## src/rtl/somador_completo_8b_if.sv

```systemverilog
// Operand/result bundle for the registered ripple-carry adder.
// The master drives the operands and the slave (the adder) drives the registered result.
interface somador_completo_8b_if #(
  parameter int WIDTH = 8
);
  logic             in_valid;
  logic [WIDTH-1:0] A;
  logic [WIDTH-1:0] B;
  logic             CIN;
  logic [WIDTH-1:0] S;
  logic             Cout;
  logic             Ovf;
  logic             Zero;
  logic             out_valid;

  modport master (
    output in_valid, A, B, CIN,
    input  S, Cout, Ovf, Zero, out_valid
  );

  modport slave (
    input  in_valid, A, B, CIN,
    output S, Cout, Ovf, Zero, out_valid
  );
endinterface

```

## src/rtl/somador_completo_8b.sv

```systemverilog
// Registered N-bit ripple-carry adder built from per-bit full-adder cells.
// Sum, carry-out, signed overflow and zero flag are registered once when in_valid is high.
module somador_completo_8b #(
  parameter int WIDTH = 8
) (
  input  logic                 clk,
  input  logic                 rst_n,
  somador_completo_8b_if.slave bus
);

  logic [WIDTH-1:0] s_next;
  logic             c_msb_in;
  logic             c_msb_out;

  // Each cell keeps its own carry-in/carry-out so the chain is not one self-referencing vector.
  generate
    for (genvar gi = 0; gi < WIDTH; gi++) begin : g_cell
      logic ci;
      logic co;
      logic p;

      if (gi == 0) begin : g_first
        assign ci = bus.CIN;
      end else begin : g_chain
        assign ci = g_cell[gi-1].co;
      end

      assign p          = bus.A[gi] ^ bus.B[gi];
      assign s_next[gi] = p ^ ci;
      assign co         = (bus.A[gi] & bus.B[gi]) | (ci & p);
    end
  endgenerate

  assign c_msb_in  = g_cell[WIDTH-1].ci;
  assign c_msb_out = g_cell[WIDTH-1].co;

  logic [WIDTH-1:0] s_reg;
  logic             cout_reg;
  logic             ovf_reg;
  logic             zero_reg;
  logic             out_valid_reg;

  always_ff @(posedge clk or negedge rst_n) begin
    if (!rst_n) begin
      s_reg         <= '0;
      cout_reg      <= 1'b0;
      ovf_reg       <= 1'b0;
      zero_reg      <= 1'b0;
      out_valid_reg <= 1'b0;
    end else begin
      out_valid_reg <= bus.in_valid;
      if (bus.in_valid) begin
        s_reg    <= s_next;
        cout_reg <= c_msb_out;
        ovf_reg  <= c_msb_out ^ c_msb_in;
        zero_reg <= ~|s_next;
      end
    end
  end

  assign bus.S         = s_reg;
  assign bus.Cout      = cout_reg;
  assign bus.Ovf       = ovf_reg;
  assign bus.Zero      = zero_reg;
  assign bus.out_valid = out_valid_reg;

endmodule

```

## src/flat_wrapper.sv

```systemverilog
// flat-port wrapper written by rule: the top's interface ports become plain ports
module somador_completo_8b_flat 
#(
  parameter int WIDTH = 8
)
  (clk, rst_n, bus_in_valid, bus_A, bus_B, bus_CIN, bus_S, bus_Cout, bus_Ovf, bus_Zero, bus_out_valid);
  somador_completo_8b_if #(.WIDTH(WIDTH)) bus_i ();
  input  logic clk;
  input  logic rst_n;
  input wire logic [$bits(bus_i.in_valid)-1:0] bus_in_valid;
  input wire logic [$bits(bus_i.A)-1:0] bus_A;
  input wire logic [$bits(bus_i.B)-1:0] bus_B;
  input wire logic [$bits(bus_i.CIN)-1:0] bus_CIN;
  output wire logic [$bits(bus_i.S)-1:0] bus_S;
  output wire logic [$bits(bus_i.Cout)-1:0] bus_Cout;
  output wire logic [$bits(bus_i.Ovf)-1:0] bus_Ovf;
  output wire logic [$bits(bus_i.Zero)-1:0] bus_Zero;
  output wire logic [$bits(bus_i.out_valid)-1:0] bus_out_valid;
  assign bus_i.in_valid = bus_in_valid;
  assign bus_i.A = bus_A;
  assign bus_i.B = bus_B;
  assign bus_i.CIN = bus_CIN;
  assign bus_S = bus_i.S;
  assign bus_Cout = bus_i.Cout;
  assign bus_Ovf = bus_i.Ovf;
  assign bus_Zero = bus_i.Zero;
  assign bus_out_valid = bus_i.out_valid;
  somador_completo_8b #(.WIDTH(WIDTH)) u_core (.clk(clk), .rst_n(rst_n), .bus(bus_i));
endmodule
```

## config.mk

```make
export PLATFORM = sky130hd
export DESIGN_NAME = somador_completo_8b_flat
export DESIGN_NICKNAME = d
export VERILOG_FILES = /design/src/rtl/somador_completo_8b_if.sv /design/src/rtl/somador_completo_8b.sv /design/src/flat_wrapper.sv
export SDC_FILE = /design/constraint.sdc
export NUM_CORES = 1
export LEC_CHECK = 0
export ABC_AREA = 1
export ABC_CLOCK_PERIOD_IN_PS = 800
export CAP_MARGIN = 20
export CORE_MARGIN = 2
export CORE_UTILIZATION = 35
export CTS_CLUSTER_SIZE = 16
export DETAILED_ROUTE_END_ITERATION = 10
export GPL_TIMING_DRIVEN = 0
export PLACE_DENSITY = 0.73
export SLEW_MARGIN = 5
export SYNTH_ARGS = -nofsm -noshare
export SYNTH_HDL_FRONTEND = slang
export SYNTH_SLANG_ARGS = --single-unit
```

## constraint.sdc

```tcl
create_clock -name clk -period 0.8 [get_ports clk]
set_input_delay 0.16 -clock clk [delete_from_list [all_inputs] [get_ports clk]]
set_output_delay 0.16 -clock clk [all_outputs]
set_load 0.1 [all_outputs]
```

# ---- After elaboration in Yosys (flattened, before gate mapping)
# Index checks and enable logic that the tools add are counted.
# Widths: inputs -> output; s select.
dict set report totals {
  regBits 12
  in_bits 20
  output_inout_bits 12
  elab_cells 48
}
dict set report classes {
  bitwise_logic 41
  n_reduce_logical 2
}
# operator count
set ops {}
lappend ops {{$xor 1x1->1} 17}
lappend ops {{$and 1x1->1} 16}
lappend ops {{$or 1x1->1} 8}
lappend ops {{$reduce_or 8->1} 1}
lappend ops {{$logic_not 1->1} 1}

# ---- Logic depth before layout (Yosys ltp)
dict set report logic_depth {
  word_depth 18
  ltp_mapped 17
  depth_no_buf 17
}

# ---- Worst setup path after synthesis
# No wires, ideal clock.
dict set report synth_path {
  kind {input-to-reg}
  start {input bus_CIN}
  end {register u_core.zero_reg, in the netlist u_core.bus.Zero}
  setup_time_ns 0.120
  t_arrival_ns 3.270
  required_time_ns 0.680
  slack_ns -2.590
  stages 17
  n_path_buf 0
  path_cell_list {inv_1 > fa_1 > inv_1 > fa_1 > fa_1 > fa_1 > inv_1 > fa_1 > inv_1 > fa_1 > fa_1 > inv_1 > fa_1 > nand2_1 > nor2_1 > nand3_1 > nand2_1}
}
dict set report synth_via {
  elab_chain_len 17
  elab_cells_between_ends 24
  cone_classes {bitwise (22); reduce/logical (2)}
}
# element line
set synth_lines {}
lappend synth_lines {{start: declaration} flat_wrapper.sv:13} ;# input wire logic [$bits(bus_i.CIN)-1:0] bus_CIN;
lappend synth_lines {{$and 1x1->1} somador_completo_8b.sv:30} ;# assign co = (bus.A[gi] & bus.B[gi]) | (ci & p);
lappend synth_lines {{$or 1x1->1} somador_completo_8b.sv:30}
lappend synth_lines {{$and 1x1->1} somador_completo_8b.sv:30}
lappend synth_lines {{$or 1x1->1} somador_completo_8b.sv:30}
lappend synth_lines {{$and 1x1->1} somador_completo_8b.sv:30}
lappend synth_lines {{$or 1x1->1} somador_completo_8b.sv:30}
lappend synth_lines {{$and 1x1->1} somador_completo_8b.sv:30}
lappend synth_lines {{$or 1x1->1} somador_completo_8b.sv:30}
lappend synth_lines {{$and 1x1->1} somador_completo_8b.sv:30}
lappend synth_lines {{$or 1x1->1} somador_completo_8b.sv:30}
lappend synth_lines {{$and 1x1->1} somador_completo_8b.sv:30}
lappend synth_lines {{$or 1x1->1} somador_completo_8b.sv:30}
lappend synth_lines {{$and 1x1->1} somador_completo_8b.sv:30}
lappend synth_lines {{$or 1x1->1} somador_completo_8b.sv:30}
lappend synth_lines {{$xor 1x1->1} somador_completo_8b.sv:29} ;# assign s_next[gi] = p ^ ci;
lappend synth_lines {{$reduce_or 8->1 *} somador_completo_8b.sv:56} ;# zero_reg <= ~|s_next;
lappend synth_lines {{$logic_not 1->1 *} somador_completo_8b.sv:56}
lappend synth_lines {{end signal: assignment} somador_completo_8b.sv:56}
lappend synth_lines {{end: declaration} somador_completo_8b.sv:40} ;# logic zero_reg;
# Mark *: on every way between the ends. The rest lies on a longest branch, timed or not.
# A chain may end at the register's enable or synchronous reset.

# ---- Worst setup path after layout
dict set report layout_path {
  start {input bus_A[0]}
  end {register u_core.zero_reg, in the netlist u_core.bus.Zero}
}
dict set report layout_via {
  elab_chain_len 18
  elab_cells_between_ends 26
  cone_classes {bitwise (24); reduce/logical (2)}
}
# element line
set layout_lines {}
lappend layout_lines {{start: declaration} flat_wrapper.sv:11} ;# input wire logic [$bits(bus_i.A)-1:0] bus_A;
lappend layout_lines {{$xor 1x1->1} somador_completo_8b.sv:28} ;# assign p = bus.A[gi] ^ bus.B[gi];
lappend layout_lines {{$and 1x1->1} somador_completo_8b.sv:30}
lappend layout_lines {{$or 1x1->1} somador_completo_8b.sv:30}
lappend layout_lines {{$and 1x1->1} somador_completo_8b.sv:30}
lappend layout_lines {{$or 1x1->1} somador_completo_8b.sv:30}
lappend layout_lines {{$and 1x1->1} somador_completo_8b.sv:30}
lappend layout_lines {{$or 1x1->1} somador_completo_8b.sv:30}
lappend layout_lines {{$and 1x1->1} somador_completo_8b.sv:30}
lappend layout_lines {{[2 not listed]} --}
lappend layout_lines {{$or 1x1->1} somador_completo_8b.sv:30}
lappend layout_lines {{$and 1x1->1} somador_completo_8b.sv:30}
lappend layout_lines {{$or 1x1->1} somador_completo_8b.sv:30}
lappend layout_lines {{$and 1x1->1} somador_completo_8b.sv:30}
lappend layout_lines {{$or 1x1->1} somador_completo_8b.sv:30}
lappend layout_lines {{$xor 1x1->1} somador_completo_8b.sv:29}
lappend layout_lines {{$reduce_or 8->1 *} somador_completo_8b.sv:56}
lappend layout_lines {{$logic_not 1->1 *} somador_completo_8b.sv:56}
# Marked as above.

==> summary.md <==
| Metric | Value |
|---|---|
| Cells after synthesis | `66` |
| Met1 Wirelength | `~560 um` |
| H-tree levels | `1` |
| Die W | `about 48 um` |
| Period Utilization, post-route | `393.8%` |
| GR Overflow Total | `0` |
| Gr usage total | `15.53%` |
| Port Buf Inserts | `31` |
| Netlist cell types | `12` |
| Maximum vdd drop | `~1.2 mV` |
| Gpl congestion | `just under 0.7` |
| Yosys reg bits | `12` |
| Placed wire-length estimate | `around 1200 um` |
| Slowest-stage cell, CP | `fa_2` |
| Number of vias per cell | `4.400` |
| Hold Vio Cnt, Final | `0` |
| CP Class | `input port to flop` |
| Crit path top cell by count | `fa_2` |
| Max transition margin | `63.86%` |
| Seq/Total Area, Yosys | `around 45%` |
| Total CTS buffers | `3` |
| CP startpoint kind | `input port` |
| Die Y | `about 48 um` |
| Status | `finished, violations left` |
| LEAKAGE | `~0.57 nW` |
| Die ar. | `around 2300 sq um` |
| Tmin final | `between 3 and 4 ns` |
| Simple-gate share of the synthesized area | `approximately 14%` |
| Internal power | `1.565 mW` |
| R2R Path Start | `u_core.bus.Cout` |
| Number of max-cap violations | `0` |
| DR iter-0 viols | `0` |
| Clk sinks | `12` |
| DR pass1 iterations | `1` |
| Post-synthesis adder-cell area fraction | `between 20% and 30%` |
| Placeable Area | `roughly 1800 sq um` |
| Critical-path cell list | `buf_6 > inv_4 > fa_2 > inv_2 > fa_2 > fa_2 > fa_2 > inv_2 > fa_2 > inv_2 > fa_2 > fa_2 > inv_2 > fa_2 > nand2_1 > nor2_1 > nand3_1 > nand2_1` |
| Synth Area per Inst | `10.22 sq um` |
| Via count | `572` |
| Fmax achieved | `317.4 MHz` |
| Synth top area cells | `dfrtp_1 (45%), fa_1 (24%), nand2_1 (11%), inv_1 (6.7%), o21ai_2 (6.5%)` |
| Fin nets | `around 140` |
| Ant. Diodes | `0` |
| Fill cells | `139` |
| Initial antenna violation count | `0` |
| RR Endpoint | `u_core.bus.Cout` |
| Share of cells above drive strength 1 | `between 50% and 60%` |
| Floorplan row count | `15` |
| Synth top area share | `44.53%` |
| Crit path capture type | `flop` |
| Final wirelength | `about 1600 um` |
| Hold WC Path Type | `input port to asynchronous set/reset pin` |
| IO Count | `32` |
| Register share of total power | `a little under a third` |
| Slew Limit Fails | `0` |
| Setup slack after layout | `-2.351 ns` |
| Setup TNS after final layout | `-18.58 ns` |
| Clk_lat worst skew | `approximately 0.27 ns` |
| Critical path's largest stage delay | `roughly 0.45 ns` |
| Global-route wire length before repair | `roughly 2400 um` |
| Number of global-route vias before repair | `572` |
| Clock transition at path regs | `around 0.080 ns` |
| Fin util | `between 70% and 80%` |
| Clock network fraction of total power | `about 14%` |
| Power density over cell area | `about 2200 nW/um^2` |
| Syn Nets | `between 90 and 100` |
| CTS tree | `built` |
| Setup-failing EPs final | `22` |
| Data arrival time of the worst path | `~3.3 ns` |
| Synthesis Warnings | `0` |
| Worst-path maximum fanout | `2` |
| Area Overhead vs Synth | `92.39%` |
| Post-synthesis cell area | `approximately 670 sq um` |
| Initial core utilization | `a little under two fifths` |
| Metal3 WL | `approximately 65 um` |
| DR top layer | `met4` |
| Drt wl/cell | `12.16 um` |
| Post-CTS Hold Buffers | `0` |
| Largest register FFs | `8` |
| Largest net degree at the start of global routing | `13` |
| Failing checks | `setup timing` |
| Number of antenna-violating nets in the routed design | `0` |
| Overall power | `2.835 mW` |
| Worst-Margin Slew | `around 0.54 ns` |
| Clock Skews | `0 ns` |
| Reg2reg path depth | `2` |
| Combinational power share | `roughly 56%` |
| RSZ-0062 raised after global routing | `true` |
| Clock tree buffer depth | `2` |
| Synth Area in XOR/XNOR | `approximately 1.3%` |
| Root Buffer | `clkbuf_4` |
| Largest family of logic cells by synthesized area | `adder cells` |
| Mux cell area share after synthesis | `0%` |
| Met2 routed WL | `around 920 um` |
| Flop2flop setup slack | `0.05 ns` |
| Psw | `about 1.3 mW` |
| Synth Area in Compound Gates | `between 7 and 8%` |
| Drt drc | `0` |
| Worst Path Required | `between 0.9 and 1 ns` |
| Area leader, netlist | `dfrtp_1` |
| Sw frac | `between 40% and 50%` |
-- worst max-delay path by stage --
stage                        start               to  slack [ns]  cells after the start
final                     bus_A[0]  u_core.bus.Zero       -2.35                     18
after global routing      bus_A[0]  u_core.bus.Zero       -2.50                     18
after CTS                  bus_CIN  u_core.bus.Zero       -2.42                     18
after detailed placement   bus_CIN  u_core.bus.Zero       -3.15                     18
after global placement     bus_CIN  u_core.bus.Zero       -3.12                     18
after floorplan            bus_CIN  u_core.bus.Zero       -2.38                     17
-- Yosys cell counts (all sizes together) --
library cell and instances:
nand2 19, nand3 1, o21ai 6, xor2 1
dfrtp 12, nor3 1, inv 13, fa 8
nor2 4, buf 1
-- layer usage --
layer  vias to the layer above  GRT usage [%]
met4                         0          8.108
met1                       278          17.26
met3                         4          2.642
li1                        272              -
met2                        18          28.00
met5                         -              0
-- power groups by stage --
stage	Combinational [mW]	Clock, mW	Sequential, mW
after floorplan	0.262	0	1.50
after detailed placement	1.32	0	0.816
after global placement	1.30	0	0.815
final	1.59	0.386	0.855
after CTS	1.55	0.397	0.856
after global routing	1.67	0.421	0.865
-- stage by stage --
stage / hold WS [ns] / area (sq um) / setup slack (ns) / instances
2_1_floorplan: -0.1356 / 752.0 / -2.382 / 66
3_3_place_gp: 0.5100 / 1094 / -3.119 / 122
3_5_place_dp: 0.5149 / 1094 / -3.149 / 122
4_1_cts: 0.2414 / 1260 / -2.419 / 127
5_1_grt: 0.2584 / 1297 / -2.496 / 130
6_report: 0.2302 / 1297 / -2.351 / 130
-- critical path, delay by kind of cell --
kind / cells / cell delay, ns
and+or+nand+nor: 4 / 0.26
buffers and inverters: 6 / 0.35
adders and majority gates: 8 / 2.56
-- layout by cell type, fill, tap and decap left out --
master and n:
nand3_1 1, buf_8 2, nor2_1 3, nor3_1 1, fa_2 8, buf_12 12, clkinv_4 1, nor2_2 1
buf_6 3, xor2_1 1, nand2_2 1, buf_4 4, inv_4 1, o21ai_1 1, dfrtp_4 12, nand2_1 18
clkdlybuf4s50_1 13, clkbuf_4 3, inv_2 6, inv_1 4, dlygate4sd2_1 3, inv_12 1, o21ai_2 5
-- final cells by class --
class | count | area, sq um | area share [%]
repair buffers | 36 | 479.2 | 36.93
clock buffers | 3 | 22.52 | 1.736
plain buffers | 1 | 11.26 | 0.8679
inverters | 13 | 68.82 | 5.304
flip-flops and latches | 12 | 345.3 | 26.62
multi-input cells | 40 | 339.1 | 26.13
well taps | 25 | 31.28 | 2.411
-- timing repair --
action,in CTS,in global routing
endpoints found under the setup margin,23,22
gates resized for setup,132,7
pin swaps,13,15
buffers inserted,2,3
-- logic make-up (layout without fill, tap and decap cells) --
logic type / Yosys count / in the layout
buf+inv: 14 / 53
compound gates: 6 / 6
fa+ha+maj: 8 / 8
xor+xnor: 1 / 1
flops: 12 / 12
simple gates: 25 / 25
Note: power is estimated with default switching activity, not from simulation.
